## config.mk

```make
export PLATFORM = sky130hd
export DESIGN_NAME = pg_row_feeder
export DESIGN_NICKNAME = d
export VERILOG_FILES = /design/src/rtl/pg_row_feeder.sv
export SDC_FILE = /design/constraint.sdc
export NUM_CORES = 1
export LEC_CHECK = 0
export BUFFER_PORTS_ARGS = -buffer_cell sky130_fd_sc_hd__buf_2
export CELL_PAD_IN_SITES_DETAIL_PLACEMENT = 1
export CELL_PAD_IN_SITES_GLOBAL_PLACEMENT = 1
export CORE_ASPECT_RATIO = 1.5
export CORE_UTILIZATION = 42
export CTS_BUF_LIST = sky130_fd_sc_hd__clkbuf_4 sky130_fd_sc_hd__clkbuf_8 sky130_fd_sc_hd__clkbuf_16
export DETAILED_ROUTE_END_ITERATION = 7
export GPL_ROUTABILITY_DRIVEN = 0
export HOLD_SLACK_MARGIN = 0.12
export PLACE_DENSITY_LB_ADDON = 0.25
export REMOVE_ABC_BUFFERS = 1
export SLEW_MARGIN = 0
export SYNTH_ARGS = -nofsm -noshare
export SYNTH_HDL_FRONTEND = slang
export SYNTH_SLANG_ARGS = --single-unit
export TNS_END_PERCENT = 1
```

## constraint.sdc

```tcl
create_clock -name clk -period 2.4 [get_ports clk]
set_input_delay 0.24 -clock clk [delete_from_list [all_inputs] [get_ports clk]]
set_output_delay 0.24 -clock clk [all_outputs]
set_load 0.05 [all_outputs]
```

## src/rtl/pg_row_feeder.sv

```systemverilog
// rtl/pg_row_feeder.sv - row split and propagate/generate front end for the 22-bit product carry chain, two-entry skid buffered
// Optional build macro PGF_EXACT_LOW_EN selects an exact low-part sum instead of the approximate OR.
module pg_row_feeder #(
    parameter int LOW_W = 10,
    parameter int ROW_W = 32
) (
    input  logic                   clk,
    input  logic                   rst_n,
    input  logic                   in_valid,
    output logic                   in_ready,
    input  logic [ROW_W-1:0]       row_a,
    input  logic [ROW_W-1:0]       row_b,
    output logic                   out_valid,
    input  logic                   out_ready,
    output logic [ROW_W-LOW_W-1:0] prop,
    output logic [ROW_W-LOW_W-1:0] gen,
    output logic                   cin,
    output logic [LOW_W-1:0]       low_product,
    output logic [15:0]            beat_count
);
    localparam int CH_W = ROW_W - LOW_W;
    localparam int PW   = 2 * CH_W + 1 + LOW_W;

    typedef enum logic [1:0] {EMPTY, ONE, FULL} state_t;

    state_t            state, state_n;
    logic [PW-1:0]     main_q, skid_q, in_word;
    logic              main_valid_q, skid_valid_q, in_ready_q;
    logic [15:0]       beat_q;
    logic              accept, consume;
    logic              load_main, load_skid, skid_to_main;
    logic [CH_W-1:0]   in_prop, in_gen;
    logic              in_cin;
    logic [LOW_W-1:0]  in_low;

    assign in_prop = row_a[ROW_W-1:LOW_W] ^ row_b[ROW_W-1:LOW_W];
    assign in_gen  = row_a[ROW_W-1:LOW_W] & row_b[ROW_W-1:LOW_W];

`ifdef PGF_EXACT_LOW_EN
    assign {in_cin, in_low} = {1'b0, row_a[LOW_W-1:0]} + {1'b0, row_b[LOW_W-1:0]};
`else
    // Approximate low part: the MSB pair alone decides the carry into the chain.
    assign in_low = row_a[LOW_W-1:0] | row_b[LOW_W-1:0];
    assign in_cin = row_a[LOW_W-1] & row_b[LOW_W-1];
`endif

    assign in_word = {in_prop, in_gen, in_cin, in_low};

    assign accept  = in_valid & in_ready_q;
    assign consume = main_valid_q & out_ready;

    always_comb begin
        state_n      = state;
        load_main    = 1'b0;
        load_skid    = 1'b0;
        skid_to_main = 1'b0;
        case (state)
            EMPTY: begin
                if (accept) begin
                    load_main = 1'b1;
                    state_n   = ONE;
                end
            end
            ONE: begin
                if (accept && consume) begin
                    load_main = 1'b1;
                end else if (accept) begin
                    load_skid = 1'b1;
                    state_n   = FULL;
                end else if (consume) begin
                    state_n = EMPTY;
                end
            end
            FULL: begin
                if (consume && skid_valid_q) begin
                    skid_to_main = 1'b1;
                    state_n      = ONE;
                end
            end
            default: state_n = EMPTY;
        endcase
    end

    // in_ready is derived from the next state so it never depends combinationally on out_ready.
    always_ff @(posedge clk or negedge rst_n) begin
        if (!rst_n) begin
            state        <= EMPTY;
            main_valid_q <= 1'b0;
            skid_valid_q <= 1'b0;
            in_ready_q   <= 1'b1;
            main_q       <= '0;
            skid_q       <= '0;
            beat_q       <= '0;
        end else begin
            state        <= state_n;
            main_valid_q <= (state_n != EMPTY);
            skid_valid_q <= (state_n == FULL);
            in_ready_q   <= (state_n != FULL);
            if (load_main)
                main_q <= in_word;
            else if (skid_to_main)
                main_q <= skid_q;
            if (load_skid)
                skid_q <= in_word;
            if (consume)
                beat_q <= beat_q + 16'd1;
        end
    end

    assign in_ready   = in_ready_q;
    assign out_valid  = main_valid_q;
    assign {prop, gen, cin, low_product} = main_q;
    assign beat_count = beat_q;

endmodule
```

==> results.cfg, run 1 <==
[detailed_routing]
avgViaCountPerCell = 5.38
drc = 0
totalWireLength_um = 15600
ant_nets = 0
wl_per_cell_um = 17.9
drt_pass1_iterations = 4
vias = 4685
drtIter0Drc = 168

[worst_setup_path]
critPathMaxFanout = 108
crit_arrival_ns = 2.26
required_ns = 2.61
crit_slowest_cell = or3_4
slowest_delay_ns = 0.93
rr_endpoint = main_q[12]$_DFFE_PN0P_
start_kind = flip-flop
worstSetupPathType = flip-flop to flip-flop
cp_cell_sequence = a21boi_2, or3_4, a31oi_1
crit_path_end_kind = flip-flop
r2r_slack_ns = 0.35
reg2reg_from = out_valid$_DFF_PN0_
startpoint = out_valid$_DFF_PN0_
reg2reg_depth = 3
crit_path_end = main_q[12]$_DFFE_PN0P_

[synthesis]
ys_seq_area_share_pct = 55.2
syn_inst = 540
synth_top_area_share_pct = 54.8
synthTopCellsByArea = dfrtp_1, mux2_4, nand2_1
yosysTopAreaCell = dfrtp_1
syn_area_per_cell_um2 = 11.0
syn_area_mm2 = 0.00594
synth_seq_cells = 131
yosysUniqueCellTypes = 35
ys_warn_count = 0

[cts]
cts_tree = built
numCtsBuffers = 17
hold_buffers = 21
cts_resized = 0
clockRootBuffer = clkbuf_16
clk_latency_ns = 0.41
postCtsSetupBuffers = 0
numClockSinks = 131
cts_htree_levels = 4
clkTransAtPathRegs_ns = 0.06
cts.path.max_buffers = 2

[grt]
grt_pass1_vias = 5300
antenna_found_initial = 1
grt_usage_pct = 23.0
grt_max_degree = 109
overflow = 0
grt_pass1_wl_um = 26300

[power_and_ir_drop]
clockPowerShare_pct = 23.4
p_sw_uw = 4990
p_total_uw = 11500
p_leak_uw = 0.00384
p_sw_share_pct = 43.3
p_per_area_mw_per_mm2 = 1520
p_seq_share_pct = 34.0
combPwrFrac_pct = 42.6
peakVddDrop_v = 0.000743
p_int_uw = 6540

[timing]
hold_viol = 0
rsz0062_at_grt = false
tightest_slew_ns = 1.15
setup_violations = 0
finalClockSkew_ns = 0.00793
final.setup.worst_slack_ns = 0.351
period_needed_ns = 2.05
drv_slew = 0
setup_tns_ns = 0
period_share_pct = 85.4
slew_headroom_pct = 23.6
fmax_mhz = 488

[layout]
syn2layout_area_growth_pct = 27.7
final_nets = 787
diodes = 0
drive_above_1_share_pct = 33.9

[placement]
port_buffers = 140
pre_cts_slack_ns = 0.318
dp_hpwl_um = 10100

[floorplan]
fp.dieH_um = 148
die_w_um = 99.1
initial_core_util_pct = 43.5
dieArea_mm2 = 0.0146
pin_count = 141
coreArea_mm2 = 0.0137
rows = 52

[outcome]
status = finished clean

[run]
max-cap-violations = 0

[hold_path]
hp-class = primary input to flip-flop
worstHoldStart = row_b[4]
[Yosys cell counts]
cell / number
buf_2: 9
buf_6: 8
o21ai_0: 1
xnor2_1: 13
a21oi_1: 4
nor2b_1: 1
a21oi_2: 1
nand2b_1: 1
buf_1: 3
xor2_1: 2
o21ai_1: 4
nor2_1: 55
mux2_2: 1
dfrtp_1: 130
nand4_1: 3
inv_1: 2
mux2_4: 44
a31oi_1: 52
a22oi_1: 2
o21ai_2: 7
dfstp_2: 1
nor4_1: 1
a21boi_2: 1
o211ai_1: 1
nor3_1: 11
or3_1: 1
clkbuf_1: 13
and2_1: 1
o22ai_1: 1
ha_1: 23
nand2_1: 127
or3b_1: 1
and3_1: 3
and4_1: 3
nand3_1: 9
[cell families (layout without fill, tap and decap cells)]
group,count (synthesis),after routing,share of synthesized area (%)
flops,131,131,55.2
fa+ha+maj,23,23,4.84
xor+xnor,15,15,2.21
buf+inv,35,204,3.41
mux,45,45,11.3
compound gates,74,74,8.09
simple gates,217,217,14.9
[layout make-up]
type | instances | area (um2)
Clock buffer | 18 | 433
Fill cell | 1517 | 6070
Sequential cell | 131 | 3280
Clock inverter | 14 | 178
Timing Repair Buffer | 170 | 1020
Tap cell | 162 | 203
Inverter | 2 | 7.51
Multi-Input combinational cell | 374 | 2470
[layout by cell type, fill, tap and decap left out, types with 9 or more instances in the layout]
cell and count:
mux2_4 44, ha_1 23, nand2_1 126, a31oi_1 52, nor3_1 11, clkbuf_16 17
dlygate4sd3_1 21, buf_2 139, nand3_1 9, dfrtp_1 130, xnor2_1 13, nor2_1 55
[worst min-delay path by stage]
stage                                end  cells after the start  slack (ns)
6_report           main_q[4]$_DFFE_PN0P_                      3        0.14
3_3_place_gp   beat_count[5]$_DFFE_PN0P_                      1        0.31
2_1_floorplan  beat_count[0]$_DFFE_PN0P_                      0       -0.06
5_1_grt            main_q[5]$_DFFE_PN0P_                      3        0.15
3_5_place_dp   beat_count[5]$_DFFE_PN0P_                      1        0.32
4_1_cts            main_q[1]$_DFFE_PN0P_                      3        0.12
[power by group through the flow]
stage | sequential (uW) | clock, uW | combinational (uW)
after global placement | 3870 | 0 | 4720
after floorplan | 5600 | 0 | 1970
final | 3920 | 2690 | 4910
after global routing | 4050 | 2830 | 5260
after CTS | 3920 | 2750 | 4980
after detailed placement | 3920 | 0 | 4910
[flip-flops by register name, indices dropped and copies added (netlist names)]
register / cells
main_q: 55
skid_q: 55
beat_count: 16
state: 2
in_ready: 1
out_valid: 1
skid_valid_q: 1
[critical path: cells and delay by family (launching register included)]
kind	cells	cell delay [ns]
AOI/OAI and AO/OA	2	0.47
and+or+nand+nor	1	0.93
DFF	1	0.43
[stage by stage]
stage	hold slack [ns]	instance area, um2	util [%]	std cells
4_1_cts	0.121	7590	55.5	871
3_3_place_gp	0.307	6770	49.5	818
5_1_grt	0.150	7590	55.5	871
6_report	0.139	7590	55.5	871
2_1_floorplan	-0.0556	5750	-	507
3_5_place_dp	0.318	6770	49.5	818
[routing by layer]
| metal | share of wire, % | wire (um) | track usage, % |
|---|---|---|---|
| met3 | 3.3 | 510 | 4.26 |
| met1 | 40 | 6240 | 25.8 |
| met5 | 0 | 0 | 0 |
| met4 | 1.9 | 298 | 7.65 |
| met2 | 55 | 8520 | 43.4 |
(Power assumes the default switching activity.)
==> inputs of run 2 (changes only) <==
--- a/config.mk
+++ b/config.mk
@@ -6,14 +6,15 @@
 export NUM_CORES = 1
 export LEC_CHECK = 0
 export BUFFER_PORTS_ARGS = -buffer_cell sky130_fd_sc_hd__buf_2
+export CAP_MARGIN = 20
 export CELL_PAD_IN_SITES_DETAIL_PLACEMENT = 1
 export CELL_PAD_IN_SITES_GLOBAL_PLACEMENT = 1
-export CORE_ASPECT_RATIO = 1.5
 export CORE_UTILIZATION = 42
 export CTS_BUF_LIST = sky130_fd_sc_hd__clkbuf_4 sky130_fd_sc_hd__clkbuf_8 sky130_fd_sc_hd__clkbuf_16
 export DETAILED_ROUTE_END_ITERATION = 7
 export GPL_ROUTABILITY_DRIVEN = 0
 export HOLD_SLACK_MARGIN = 0.12
+export MAX_ROUTING_LAYER = met4
 export PLACE_DENSITY_LB_ADDON = 0.25
 export REMOVE_ABC_BUFFERS = 1
 export SLEW_MARGIN = 0
==> results.cfg, run 2 (same netlist as run 1, synthesis figures left out) <==
[grt]
grt_max_degree = 44
antenna_found_initial = 0
grt_pass1_vias = 5058
grt_pass1_wl_um = 25300
overflow = 0
grt_usage_pct = 23.2

[cts]
postCtsSetupBuffers = 0
clockRootBuffer = clkbuf_16
numClockSinks = 131
clk_latency_ns = 0.42
cts.path.max_buffers = 2
clkTransAtPathRegs_ns = 0.06
cts_htree_levels = 4
cts_tree = built
numCtsBuffers = 17

[timing]
setup_violations = 0
slew_headroom_pct = 59.8
setup_tns_ns = 0
tightest_slew_ns = 0.603
hold_viol = 0
period_share_pct = 84.8
period_needed_ns = 2.03
fmax_mhz = 492
rsz0062_at_grt = false
finalClockSkew_ns = 0.00580
drv_slew = 0

[layout]
finalNonFillerCells = 896
final_common_cell = buf_2
fill_cells = 1521
syn2layout_area_growth_pct = 30.9
diodes = 0
drive_above_1_share_pct = 33.8
most-common-layout-cells = buf_2, dfrtp_1, nand2_1
final_nets = 794

[placement]
dp_hpwl_um = 10000
port_buffers = 140
placed_cells = 838

[power_and_ir_drop]
p_leak_uw = 0.00393
p_per_area_mw_per_mm2 = 1510
peakVddDrop_v = 0.000667

[floorplan]
coreArea_mm2 = 0.0138
fp.dieH_um = 121
initial_core_util_pct = 43.0
die_w_um = 121
pin_count = 141
dieArea_mm2 = 0.0146
rows = 43

[detailed_routing]
highest_layer = met4
dr_wl_met3_um = 660
drt_pass1_iterations = 4
drc = 0
totalWireLength_um = 15500
drtIter0Drc = 205
wl_per_cell_um = 17.3
vias = 4610
drt-met1-wl_um = 6950
avgViaCountPerCell = 5.15
ant_nets = 0
wl_met2_um = 7660

[worst_setup_path]
start_kind = flip-flop
reg2reg_depth = 4
worstSetupPathType = flip-flop to flip-flop
crit_arrival_ns = 2.33
critPathMaxFanout = 30
required_ns = 2.70
crit_path_end_kind = flip-flop

[hold_path]
holdPathStages = 3
hp-class = primary input to flip-flop

[outcome]
status = finished clean

[run]
max-cap-violations = 0
-- run 2: per-stage QoR --
step	hold slack, ns	total power [uW]	setup WS [ns]	util [%]	cell area (um2)
finish	0.140	11800	0.365	56.3	7780
global route	0.161	12400	0.300	56.3	7780
CTS	0.123	11900	0.365	56.3	7780
detailed placement	0.290	8900	0.391	49.7	6870
global placement	0.291	8680	0.439	49.7	6870
floorplan	-0.0556	7570	-1.02	-	5750
-- run 2: path summary, 6_finish.rpt --
| kind | start | end | slack [ns] |
|---|---|---|---|
| worst min register to register | beat_count[15]$_DFFE_PN0P_ | beat_count[15]$_DFFE_PN0P_ | 0.48 |
| worst max-delay path | in_ready$_DFF_PN1_ | skid_q[49]$_DFFE_PN0P_ | 0.37 |
| min in group asynchronous | rst_n | beat_count[0]$_DFFE_PN0P_ | 0.38 |
| worst max register to register | in_ready$_DFF_PN1_ | skid_q[49]$_DFFE_PN0P_ | 0.37 |
| max in group asynchronous | rst_n | main_q[7]$_DFFE_PN0P_ | 1.35 |
| worst min-delay path | row_b[4] | main_q[4]$_DFFE_PN0P_ | 0.14 |
-- run 2: metal layers --
metal	vias to the layer above	GRT usage, %
met3	23	5.08
met4	0	8.33
met5	-	-
li1	2174	-
met2	121	37.3
met1	2292	28.9
-- run 2: worst max-delay path, cell delays in order, from the launching register on --
cell     delay [ns]
dfstp_2        0.54
nand2_1        0.13
or3b_4         0.62
buf_12         0.27
mux2_4         0.32
-- run 2: what timing repair did --
item / in CTS / in global routing
hold endpoints to repair: 55 / 0
hold buffers: 26 / 0
gates resized for setup: 0 / 0
-- run 2: where the power goes --
part	leakage, uW	internal, uW	switching [uW]
Sequential	0.00157	3250	667
Clock	0.000326	1880	955
Combinational	0.00203	1700	3310
Total	0.00393	6840	4930
-- run 2: layout make-up --
type / count / area (um2) / area share, %
Clock buffer: 23 / 502 / 6.45
Clock inverter: 9 / 149 / 1.91
Inverter: 2 / 7.51 / 0.0965
Multi-Input combinational cell: 374 / 2470 / 31.8
Sequential cell: 131 / 3280 / 42.2
Tap cell: 180 / 225 / 2.90
Timing Repair Buffer: 177 / 1150 / 14.7
==> inputs of run 3 (changes only) <==
==> constraint.sdc (replaced) <==
create_clock -name clk -period 2.1 [get_ports clk]
set_input_delay 0.21 -clock clk [delete_from_list [all_inputs] [get_ports clk]]
set_output_delay 0.21 -clock clk [all_outputs]
set_load 0.05 [all_outputs]
==> results.cfg, run 3 (same netlist as run 1, synthesis figures left out) <==
[layout]
most-common-layout-cells = buf_2, dfrtp_1, nand2_1
drive_above_1_share_pct = 33.1
final_nets = 798
finalNonFillerCells = 899
diodes = 0
final_area_mm2 = 0.00773
final_common_cell = buf_2
syn2layout_area_growth_pct = 30.2
utilization_pct = 55.9

[worst_setup_path]
rr_endpoint = skid_q[35]$_DFFE_PN0P_
startpoint = out_ready
r2r_slack_ns = 0.20
critPathMaxFanout = 68
crit_arrival_ns = 2.22
start_kind = primary input
crit_path_end_kind = flip-flop
slowest_delay_ns = 0.54
worstSetupPathType = primary input to flip-flop
reg2reg_from = in_ready$_DFF_PN1_
cp_cell_sequence = dlygate4sd3_1, buf_2, a21boi_2, or3b_4, buf_12, mux2_4
reg2reg_depth = 4
required_ns = 2.41
crit_slowest_cell = dlygate4sd3_1

[cts]
cts.path.max_buffers = 2
clk_latency_ns = 0.42
cts_htree_levels = 4
cts_resized = 0
postCtsSetupBuffers = 0
cts_tree = built
clockRootBuffer = clkbuf_16
numClockSinks = 131
numCtsBuffers = 17
clkTransAtPathRegs_ns = 0.06

[grt]
grt_usage_pct = 23.4
grt_max_degree = 132
overflow = 0
grt_pass1_wl_um = 25500
grt_pass1_vias = 5061
antenna_found_initial = 0

[timing]
rsz0062_at_grt = false
slew_headroom_pct = 52.7
tightest_slew_ns = 0.710
final.setup.worst_slack_ns = 0.188
finalClockSkew_ns = 0.00964
period_needed_ns = 1.91
fmax_mhz = 523
period_share_pct = 91.0
drv_slew = 0
hold_viol = 0
setup_violations = 0

[placement]
placed_cell_area_mm2 = 0.00682
dp_hpwl_um = 9470
placed_cells = 835
pre_cts_slack_ns = 0.232
port_buffers = 140

[hold_path]
hold_end = skid_q[33]$_DFFE_PN0P_
hp-class = primary input to flip-flop
worstHoldStart = row_b[10]
holdPathStages = 3

[power_and_ir_drop]
p_seq_share_pct = 34.2
p_total_uw = 13100
peakVddDrop_v = 0.000830
p_per_area_mw_per_mm2 = 1690
clockPowerShare_pct = 22.5
p_int_uw = 7440
p_sw_uw = 5620
combPwrFrac_pct = 43.3
p_leak_uw = 0.00389
p_sw_share_pct = 43.0

[floorplan]
coreArea_mm2 = 0.0138
rows = 43
dieArea_mm2 = 0.0146
die_w_um = 121
initial_core_util_pct = 43.0
pin_count = 141
fp.dieH_um = 121

[detailed_routing]
drc = 0
avgViaCountPerCell = 5.19
totalWireLength_um = 15500
drt_pass1_iterations = 4
ant_nets = 0
vias = 4670
drtIter0Drc = 149
wl_per_cell_um = 17.2

[run]
max-cap-violations = 0

[outcome]
status = finished clean
run 3: changes by cell type in the layout (fill, tap and decap cells not counted), sizes merged:
cell and change:
clkinvlp +3, bufinv -2, clkbuf -2, dlygate4sd3 +7, buf -3
run 3: power by group through the flow:
stage,registers (uW),logic [uW],clock network (uW)
final,4470,5650,2940
after global routing,4610,6070,3100
after CTS,4460,5710,2990
after detailed placement,4450,5640,0
after global placement,4400,5420,0
after floorplan,6400,2250,0
run 3: critical path: cells and delay by family:
kind	cells	cell delay (ns)
AO/OA/AOI/OAI	1	0.23
multiplexers	1	0.35
buffers and inverters	3	0.95
AND/OR/NAND/NOR	1	0.43
run 3: cell type report:
class / instances / area (um2)
Sequential cell: 131 / 3280
Clock buffer: 21 / 474
Multi-Input combinational cell: 374 / 2470
Timing Repair Buffer: 181 / 1170
Fill cell: 1502 / 6090
Inverter: 2 / 7.51
Tap cell: 180 / 225
Clock inverter: 10 / 108
run 3: timing repair:
| item | 4_1_cts | 5_1_grt |
|---|---|---|
| endpoints found under the hold margin | 153 | 0 |
| endpoints found under the setup margin | 0 | 0 |
| hold buffers | 33 | 0 |
run 3: worst max-delay path by stage:
stage / endpoint / slack (ns)
global route: main_q[4]$_DFFE_PN0P_ / 0.05
global placement: skid_q[35]$_DFFE_PN0P_ / 0.30
detailed placement: skid_q[30]$_DFFE_PN0P_ / 0.23
finish: skid_q[35]$_DFFE_PN0P_ / 0.19
CTS: skid_q[35]$_DFFE_PN0P_ / 0.20
floorplan: skid_q[11]$_DFFE_PN0P_ / -1.32
run 3: metrics by stage:
stage	TNS [ns]	hold WS, ns
final	0	0.161
after global routing	0	0.169
after CTS	0	0.149
after detailed placement	0	0.390
after global placement	0	0.393
after floorplan	-123.19	-0.0856
run 3: metal layers:
layer	vias up	share of wire, %	global-route usage (%)
li1	2180	-	-
met1	2346	44	28.6
met2	118	50	37.3
met3	26	4.5	5.78
met4	0	2.0	8.95
met5	-	0	-
